--- src/rtl/serial_frame_tx_if.sv ---
// Parallel-load / serial-out handshake bundle for serial_frame_tx.
// The master drives the word and the load strobe; the slave returns the line and status.
interface serial_frame_tx_if #(
    parameter int DATA_W = 8
);
    logic [DATA_W-1:0] Din;
    logic              Load;
    logic              Tx;
    logic              Busy;
    logic              Done;

    modport master (
        output Din,
        output Load,
        input  Tx,
        input  Busy,
        input  Done
    );

    modport slave (
        input  Din,
        input  Load,
        output Tx,
        output Busy,
        output Done
    );
endinterface

--- src/rtl/serial_frame_tx.sv ---
// Parallel-to-serial frame transmitter: start bit (0), DATA_W bits LSB first, stop bit (1).
// Each bit is held for CLKS_PER_BIT clocks; every output comes straight from a flop.
module serial_frame_tx #(
    parameter int DATA_W       = 8,
    parameter int CLKS_PER_BIT = 4
) (
    input  logic             clk,
    input  logic             Reset,
    serial_frame_tx_if.slave bus
);
    localparam int TICK_W = (CLKS_PER_BIT > 1) ? $clog2(CLKS_PER_BIT) : 1;
    localparam int BIT_W  = $clog2(DATA_W + 1);
    localparam logic [TICK_W-1:0] TICK_LAST = TICK_W'(CLKS_PER_BIT - 1);
    localparam logic [BIT_W-1:0]  BIT_LAST  = BIT_W'(DATA_W - 1);

    typedef enum logic [1:0] {
        IDLE  = 2'd0,
        START = 2'd1,
        DATA  = 2'd2,
        STOP  = 2'd3
    } state_t;

    state_t              state;
    logic [TICK_W-1:0]   tick_cnt;
    logic [BIT_W-1:0]    bit_cnt;
    logic [DATA_W-1:0]   shift_reg;
    logic [DATA_W-1:0]   shift_nxt;
    logic                tick_last;
    logic                tx_q;
    logic                busy_q;
    logic                done_q;

    assign tick_last = (tick_cnt == TICK_LAST);
    assign shift_nxt = shift_reg >> 1;

    always_ff @(posedge clk or posedge Reset) begin
        if (Reset) begin
            state     <= IDLE;
            tick_cnt  <= '0;
            bit_cnt   <= '0;
            shift_reg <= '0;
            tx_q      <= 1'b1;
            busy_q    <= 1'b0;
            done_q    <= 1'b0;
        end else begin
            done_q <= 1'b0;
            case (state)
                IDLE: begin
                    tx_q   <= 1'b1;
                    busy_q <= 1'b0;
                    if (bus.Load) begin
                        shift_reg <= bus.Din;
                        tick_cnt  <= '0;
                        bit_cnt   <= '0;
                        state     <= START;
                        tx_q      <= 1'b0;
                        busy_q    <= 1'b1;
                    end
                end

                START: begin
                    if (tick_last) begin
                        tick_cnt <= '0;
                        state    <= DATA;
                        tx_q     <= shift_reg[0];
                    end else begin
                        tick_cnt <= tick_cnt + 1'b1;
                    end
                end

                DATA: begin
                    if (tick_last) begin
                        tick_cnt  <= '0;
                        shift_reg <= shift_nxt;
                        if (bit_cnt == BIT_LAST) begin
                            bit_cnt <= '0;
                            state   <= STOP;
                            tx_q    <= 1'b1;
                        end else begin
                            // Present the next bit on the same edge the register shifts.
                            bit_cnt <= bit_cnt + 1'b1;
                            tx_q    <= shift_nxt[0];
                        end
                    end else begin
                        tick_cnt <= tick_cnt + 1'b1;
                    end
                end

                STOP: begin
                    if (tick_last) begin
                        tick_cnt <= '0;
                        state    <= IDLE;
                        tx_q     <= 1'b1;
                        busy_q   <= 1'b0;
                        done_q   <= 1'b1;
                    end else begin
                        tick_cnt <= tick_cnt + 1'b1;
                    end
                end

                default: begin
                    state    <= IDLE;
                    tick_cnt <= '0;
                    bit_cnt  <= '0;
                    tx_q     <= 1'b1;
                    busy_q   <= 1'b0;
                end
            endcase
        end
    end

    assign bus.Tx   = tx_q;
    assign bus.Busy = busy_q;
    assign bus.Done = done_q;
endmodule

--- src/flat_wrapper.sv ---
// flat-port wrapper written by rule: the top's interface ports become plain ports
module serial_frame_tx_flat 
#(
    parameter int DATA_W       = 8,
    parameter int CLKS_PER_BIT = 4
)
  (clk, Reset, bus_Din, bus_Load, bus_Tx, bus_Busy, bus_Done);
  serial_frame_tx_if #(.DATA_W(DATA_W)) bus_i ();
  input  logic clk;
  input  logic Reset;
  input wire logic [$bits(bus_i.Din)-1:0] bus_Din;
  input wire logic [$bits(bus_i.Load)-1:0] bus_Load;
  output wire logic [$bits(bus_i.Tx)-1:0] bus_Tx;
  output wire logic [$bits(bus_i.Busy)-1:0] bus_Busy;
  output wire logic [$bits(bus_i.Done)-1:0] bus_Done;
  assign bus_i.Din = bus_Din;
  assign bus_i.Load = bus_Load;
  assign bus_Tx = bus_i.Tx;
  assign bus_Busy = bus_i.Busy;
  assign bus_Done = bus_i.Done;
  serial_frame_tx #(.DATA_W(DATA_W), .CLKS_PER_BIT(CLKS_PER_BIT)) u_core (.clk(clk), .Reset(Reset), .bus(bus_i));
endmodule
--- config.mk ---
export PLATFORM = sky130hd
export DESIGN_NAME = serial_frame_tx_flat
export DESIGN_NICKNAME = d
export VERILOG_FILES = /design/src/rtl/serial_frame_tx_if.sv /design/src/rtl/serial_frame_tx.sv /design/src/flat_wrapper.sv
export SDC_FILE = /design/constraint.sdc
export NUM_CORES = 1
export LEC_CHECK = 0
export ABC_AREA = 1
export CAP_MARGIN = 15
export CORE_UTILIZATION = 50
export DETAILED_ROUTE_END_ITERATION = 7
export PLACE_DENSITY = 0.71
export SYNTH_ARGS = -nofsm -noshare
export SYNTH_HDL_FRONTEND = slang
export SYNTH_SLANG_ARGS = --single-unit
--- constraint.sdc ---
create_clock -name clk -period 2.6 [get_ports clk]
set_clock_uncertainty 0.2 [all_clocks]
set_input_delay 0.52 -clock clk [delete_from_list [all_inputs] [get_ports clk]]
set_output_delay 0.52 -clock clk [all_outputs]
set_load 0.1 [all_outputs]
[Word level (Yosys, flattened, before mapping)]
Index checks and enable logic that the tools add are counted.
Storage, ports and cells
  register bits after elaboration: 19
  output and inout bits: 3
  word-level logic and storage cells: 54
Operators by class
  $add $sub $neg: 2
  equal/unequal tests: 10
  muxes and demuxes: 27
  reduce and logical (&&, ||, !) cells: 8
Operators with widths (count)
  $mux 8: 2
  $pmux 8 s2: 1
  $mux 2: 7
  $mux 4: 3
  $mux 1: 9
  $ne 2x1->1 const B: 4
  $pmux 2 s4: 1
  $pmux 4 s2: 1
  $eq 2x2->1 const B: 3
  $reduce_and 3->1: 2
  $reduce_and 5->1: 1
  $add 4x1->4 const B: 1
  $eq 4x3->1 const B: 1
  $pmux 1 s4: 1
  $pmux 2 s2: 1
  $reduce_bool 2->1: 2
  $reduce_or 3->1: 1
  $add 2x1->2 const B: 1
  $eq 2x1->1 const B: 1
  $logic_not 2->1: 1
  $ne 2x2->1 const B: 1
  $pmux 1 s2: 1
  $reduce_and 2->1: 1

[Longest topological paths before layout]
Gate-level depths: netlist (run 1).
  depth in word-level cells: 4
  mapped depth: 9

[Worst setup path before layout (run 1)]
Ideal clock, no wire load.
  path kind: register to output
  start point: register u_core.busy_q (netlist: u_core.bus.Busy)
  end point: output bus_Busy
  arrival: 0.898 ns
  required time: 1.880 ns
  setup slack: 0.982 ns
  stages on the path, launching flop included: 1
  cell sequence: dfrtp_1
RTL lines
  start, declared: line serial_frame_tx.sv:30  | logic busy_q;
  start signal, assigned: line serial_frame_tx.sv:43  | busy_q <= 1'b0;
  start signal, assigned: line serial_frame_tx.sv:50  | busy_q <= 1'b0;
  start signal, assigned: line serial_frame_tx.sv:57  | busy_q <= 1'b1;
  end, declared: line flat_wrapper.sv:14  | output wire logic [$bits(bus_i.Busy)-1:0] bus_Busy;
No word-level cell between the ends.

[Final worst setup path (run 1)]
  start point: register u_core.tx_q (netlist: u_core.bus.Tx)
  end point: output bus_Tx
RTL lines
  start, declared: line serial_frame_tx.sv:29  | logic tx_q;
  start signal, assigned: line serial_frame_tx.sv:65  | tx_q <= shift_reg[0];
  start signal, assigned: line serial_frame_tx.sv:82  | tx_q <= shift_nxt[0];
  end, declared: line flat_wrapper.sv:13  | output wire logic [$bits(bus_i.Tx)-1:0] bus_Tx;
No word-level cell between the ends.

==> results of run 1 <==
==> cells in the final DEF, fill, tap and decap left out <==
| cell | n |
|---|---|
| nand2_4 | 1 |
| a21oi_1 | 2 |
| nand3_2 | 1 |
| clkdlybuf4s50_1 | 10 |
| ha_1 | 7 |
| nand2_2 | 2 |
| nor2_1 | 7 |
| nand2_1 | 72 |
| dfrtp_1 | 18 |
| nand4_1 | 3 |
| xor2_1 | 1 |
| inv_1 | 14 |
| nor3_1 | 1 |
| buf_4 | 4 |
| inv_2 | 3 |
| dfstp_2 | 1 |
| nand3_1 | 8 |
| nor2_4 | 1 |
| o21ai_0 | 2 |
| clkbuf_4 | 3 |
| clkbuf_1 | 1 |
==> metal layers <==
layer  track usage [%]  up-vias  routed length, um
li1                  -      476                  -
met1              25.2      416                926
met2              31.3       15                962
met3              3.74        4                 63
met4              6.86        0                 20
met5                 0        -                  0
==> where the power goes <==
group          total (W)  leakage [nW]  switching, W  internal (W)
Clock           0.000150        0.0150     0.0000906     0.0000598
Sequential      0.000498         0.240     0.0000734      0.000425
Combinational   0.000852         0.458      0.000582      0.000269
Total            0.00150         0.712      0.000746      0.000754
==> per-stage QoR <==
step | setup slack, ns | hold slack [ns] | cells
floorplan | 0.982 | 0.242 | 147
global placement | 0.500 | 0.257 | 185
detailed placement | 0.471 | 0.260 | 185
CTS | 0.752 | 0.279 | 189
global route | 0.597 | 0.311 | 189
finish | 0.758 | 0.276 | 189
==> cell families (layout without fill, tap and decap cells) <==
kind of cell               Yosys count  after routing  synth area share, %
and+or+nand+nor                     96             96                 37.0
adders and majority gates            7              7                 7.99
buffers and inverters               20             35                 8.90
xor gates and xnor gates             1              1                0.799
AOI/OAI and AO/OA                    4              4                 1.83
DFF                                 19             19                 43.5
==> worst max path at each step <==
| stage | depth (start not counted) | slack (ns) | to | startpoint |
|---|---|---|---|---|
| floorplan | 0 | 0.98 | bus_Busy | u_core.bus.Busy |
| global placement | 8 | 0.50 | u_core.shift_reg[7] | bus_Load |
| detailed placement | 8 | 0.47 | u_core.bit_cnt[3] | bus_Load |
| CTS | 1 | 0.75 | bus_Tx | u_core.bus.Tx |
| global route | 8 | 0.60 | u_core.shift_reg[4] | u_core.state[0] |
| finish | 1 | 0.76 | bus_Tx | u_core.bus.Tx |
==> final cells by class <==
class	count	area [sq um]	share of cell area [%]
multi-input cells	108	522	41.7
clock buffers	4	26.3	2.10
inverters	17	63.8	5.09
flip-flops and latches	19	477	38.1
well taps	27	33.8	2.70
repair buffers	14	130	10.4
==> results.md, run 1 <==
- Status: finished, final reports clean
- Largest delay share family, worst path: flip-flops
- Top cells by area, synth: dfrtp_1 (41%), nand2_1 (25%), ha_1 (8.0%), inv_1 (4.8%), nand3_1 (3.7%)
- Area post-placement: 1230 sq um
- Post-Syn Nets: around 170
- Clock Pin Slew Worst Setup and Hold Paths: 0.11 ns
- Setup TNS: 0 ns
- # DRC: 0
- Average cell area after synthesis: approximately 7.5 sq um
- Max Clk Rate: 543 MHz
- Grt ovf: 0
- Yosys top cell by area: dfrtp_1
- Hold path cells: 2
- Slew HR: between 50 and 60%
- CTS Hold Buffers Added: 0
- Post-synth EDFFs: 0
- Die width: 48.8 um
- Final hold viol count: 0
- Hold EP: u_core.bus.Tx
- Post-CTS sizing: 0
- Number of diodes: 0
- Clock Latency Late Sink: roughly 0.30 ns
- Reg2Reg Launch Point: u_core.state[0]
- Num CTS Buffers: 3
- Hold crit path type: flop to flop
- Least-Margin Pin Slew: 0.731 ns
- Pins over their slew limit: 0
- Cell Chain, Critical Path: buf_4
- Unique masters post-synth: 18
- Share of the synthesized area in the top cell type: 41.1%
- #FFs+latches synth: 19
- Cell area power density: 1200 nW/um^2
- First-pass GRT wire length: 3510 um
- Crit path time final: 1.84 ns
- Initial Utilization: 54.7%
- Number of flip-flops in the largest register: 8
- Part of the Yosys area used for sequential elements: 43.5%
- Root Driver: clkbuf_4
- Ys flop type: dfrtp_1
- Final setup violation count: 0
- Initial antenna violation count: 0
- Die H: 48.8 um
- Row Count: 16
- Total power: 0.00150 W
- Max Root-Sink Buffers: 2
- DR vias/cell: 4.82
- Layout area overhead: 14.3%
- DR WL/cell: 10.4 um
- Vias in the first global route: roughly 850
- CP Data Arrival Time: 1.12 ns
- Critical path class: flop to output port
- Min-delay src: u_core.bus.Tx
- Core area: roughly 2000 sq um
- Commonest cells in the netlist: nand2_1 (72), dfrtp_1 (18), inv_1 (14), nand3_1 (8)
- Fin crit share: 70.9%
- Final Cell Area: approximately 1300 sq um
- Max-Cap Viols: 0
- Reg2reg end: u_core.bit_cnt[2]
- Core Util, Final: 62.6%
- Max FO, Critical Path: 2
- Nature of the critical path startpoint: flop
- # IOs: 14
- Yosys Warn Count: 0
- Hpwl dp: 1450 um
- DIE AREA: 2380 sq um
- Crit-path slowest cell: dfstp_2
- Antenna viol nets, final: 0
- Cell Area, Synth: 1100 sq um
- Worst R2R Path Depth: 8
- CP bufs+invs: 1
- Placer Congestion: 0.802
- CP endpoint kind: output port
- CP peak stage delay: 0.54 ns
- RSZ-0062 raised after global routing: false
- FF-to-FF setup slack: 0.76 ns
- Post-CTS Setup Repair Bufs: 0
- Num Clock Sinks: 19
- 1st-pass router iterations: 4
- H-tree Lvls: 1
- Asr flop ratio synth: between 90% and 100%
- Maximum vdd drop: about 0.63 mV
- Largest net degree at the start of global routing: 20
- Critical path data required time: roughly 1.9 ns
- Nets@finish: 181
- Final WL: roughly 2000 um
- Leak: 0.712 nW
- Layout cells sized above 1: 9.88%
- # fillers: roughly 200
- DR iter-0 viols: 19
- TritonCTS clock tree: built
- Top-count cell post-synth: nand2_1
- # port buffers: 13
- Synth Instances: 147
- DR vias: 911
- GRT Util Overall: a little under a fifth
Power figures use the tool's default switching activity.
==> run 2: changes to the inputs <==
--- a/config.mk
+++ b/config.mk
@@ -7,9 +7,9 @@
 export LEC_CHECK = 0
 export ABC_AREA = 1
 export CAP_MARGIN = 15
-export CORE_UTILIZATION = 50
+export CORE_UTILIZATION = 48
 export DETAILED_ROUTE_END_ITERATION = 7
-export PLACE_DENSITY = 0.71
+export PLACE_DENSITY = 0.72
 export SYNTH_ARGS = -nofsm -noshare
 export SYNTH_HDL_FRONTEND = slang
 export SYNTH_SLANG_ARGS = --single-unit
==> constraint.sdc (replaced) <==
create_clock -name clk -period 1.6 [get_ports clk]
set_clock_uncertainty 0.2 [all_clocks]
set_input_delay 0.32 -clock clk [delete_from_list [all_inputs] [get_ports clk]]
set_output_delay 0.32 -clock clk [all_outputs]
set_load 0.1 [all_outputs]
==> results.md, run 2 (synthesis results as in run 1) <==
- DR vias/cell: 4.83 (was 4.82)
- Slew HR: 76.3% (was 51.2%)
- Initial Utilization: 53.2% (was 54.7%)
- Least-Margin Pin Slew: 0.356 ns (was 0.731 ns)
- Layout cells sized above 1: 20.0% (was 9.88%)
- CP endpoint kind: output port (unchanged)
- DR vias: 952 (was 911)
- GRT Util Overall: 19.6% (was 19.1%)
- Largest net degree at the start of global routing: 13 (was 20)
- Critical path class: flop to output port (unchanged)
- Largest delay share family, worst path: flip-flops (unchanged)
- RSZ-0062 raised after global routing: true (was false)
- Most frequent cells in the layout: nand2_1 (72), dfrtp_1 (17), inv_1 (12), clkdlybuf4s50_1 (10), buf_4 (8) (was nand2_1 (72), dfrtp_1 (18), inv_1 (14), clkdlybuf4s50_1 (10), nand3_1 (8))
- Nature of the critical path startpoint: flop (unchanged)
- CP Data Arrival Time: 1.05 ns (was 1.12 ns)
- Initial antenna violation count: 0 (unchanged)
- Status: finished, final reports clean (unchanged)
- Max Root-Sink Buffers: 2 (unchanged)
- Max-Cap Viols: 0 (unchanged)
- Crit-path slowest cell: dfstp_2 (unchanged)
- Hpwl dp: 1620 um (was 1450 um)
- Worst R2R Path Depth: 7 (was 8)
- Core Util, Final: 68.0% (was 62.6%)
- 1st-pass router iterations: 4 (unchanged)
- Reg2Reg Launch Point: u_core.tick_cnt[0] (was u_core.state[0])
- Hold crit path type: input port to asynchronous set/reset pin (was flop to flop)
- Leak: 0.770 nW (was 0.712 nW)
- Root Driver: clkbuf_4 (unchanged)
- Grt ovf: 0 (unchanged)
- Final setup violation count: 0 (unchanged)
- Antenna viol nets, final: 0 (unchanged)
- Die width: 49.8 um (was 48.8 um)
- Clock Latency Late Sink: 0.31 ns (was 0.30 ns)
- Final hold viol count: 0 (unchanged)
- # port buffers: 13 (unchanged)
- Number of flip-flops in the largest register: 8 (unchanged)
- Row Count: 16 (unchanged)
- DR iter-0 viols: 18 (was 19)
- Num CTS Buffers: 3 (unchanged)
- Clock Pin Slew Worst Setup and Hold Paths: 0.11 ns (about the same)
- Commonest non-fill, non-tap cell in the layout: nand2_1 (unchanged)
- CP bufs+invs: 1 (unchanged)
- Placer Congestion: 0.801 (was 0.802)
- Die H: 49.8 um (was 48.8 um)
- Max FO, Critical Path: 2 (unchanged)
- Placed insts: 192 (was 185)
- DIE AREA: 2480 sq um (was 2380 sq um)
- Fin crit share: between 90% and 100%
- Final WL: 2230 um (was 1970 um)
- Core area: 2060 sq um (was 2000 sq um)
- Final Non-Filler Cells: 197 (was 189)
- H-tree Lvls: 1 (unchanged)
- FF-to-FF setup slack: 0.06 ns (was 0.76 ns)
- Final Cell Area: 1400 sq um (was 1250 sq um)
- Setup TNS: 0 ns (unchanged)
- DR WL/cell: 11.3 um (was 10.4 um)
- # DRC: 0 (unchanged)
- Area post-placement: 1330 sq um (was 1230 sq um)
- Cell Chain, Critical Path: buf_12 (was buf_4)
- Max Clk Rate: 637 MHz
- Layout area overhead: 28.0% (was 14.3%)
- Number of diodes: 0 (unchanged)
- TritonCTS clock tree: built (unchanged)
- Cell area power density: 2010 nW/um^2 (was 1200 nW/um^2)
- Critical path data required time: 1.08 ns (was 1.88 ns)
- Pins over their slew limit: 0 (unchanged)
- Vias in the first global route: 863 (was 847)
- Num Clock Sinks: 19 (unchanged)
- Hold Slack: 0.0704 ns (was 0.276 ns)
- # IOs: 14 (unchanged)
- Maximum vdd drop: 1.39 mV (was 0.629 mV)
- Crit path time final: about 1.6 ns
- Reg2reg end: u_core.bit_cnt[0] (was u_core.bit_cnt[2])
- First-pass GRT wire length: 3670 um (was 3510 um)
- Nets@finish: 189 (was 181)
- CP peak stage delay: 0.57 ns (was 0.54 ns)
==> run 2: cell count changes in the layout (fill, tap and decap cells not counted), moves of 2 or more <==
cell / delta
buf_4: +4
inv_2: +2
buf_12: +4
nor2_1: -2
inv_1: -2
nor2_2: +2
ha_1: -3
ha_4: +2
==> run 2: per-stage QoR <==
stage | power, W | worst slack [ns]
after floorplan | 0.00202 | 0.0532
after global placement | 0.00240 | -0.0696
after detailed placement | 0.00245 | -0.108
after CTS | 0.00271 | 0.0158
after global routing | 0.00308 | -0.0384
final | 0.00282 | 0.0313
==> run 2: timing repair <==
action	in CTS	in global routing
pin swaps	0	1
cloned	0	0
setup buffers	0	1
setup endpoints to repair	4	16
resized for setup	1	10
hold buffers	0	0
==> run 2: area by class of cell <==
cell class              count  area (sq um)
well taps                  27          33.8
clock buffers               3          22.5
repair buffers             22           240
multi-input cells         108           559
flip-flops and latches     19           478
clock inverters             1          5.00
fillers                   167           659
inverters                  17          63.8
==> run 2: how the worst max path moves through the flow <==
stage          slack (ns)       startpoint             endpoint  cells after the start
3_5_place_dp        -0.11         bus_Load  u_core.shift_reg[4]                      8
6_report             0.03    u_core.bus.Tx               bus_Tx                      1
2_1_floorplan        0.05  u_core.state[0]  u_core.shift_reg[7]                      9
4_1_cts              0.02  u_core.state[0]    u_core.bit_cnt[2]                      7
5_1_grt             -0.04  u_core.state[0]      u_core.state[0]                      8
3_3_place_gp        -0.07         bus_Load    u_core.bit_cnt[1]                      8
==> run 2: per-layer routing <==
metal / vias to the layer above / wire [um] / global-route usage (%)
li1: 497 / - / -
met2: 25 / 1040 / 29.7
met3: 2 / 102 / 3.70
met1: 428 / 1080 / 28.3
met4: 0 / 14 / 5.71
met5: - / 0 / 0
==> run 2: report_power, final <==
group / switching [W] / internal (W)
sequential: 0.000138 / 0.000694
clock: 0.000164 / 0.0000933
combinational: 0.00104 / 0.000690
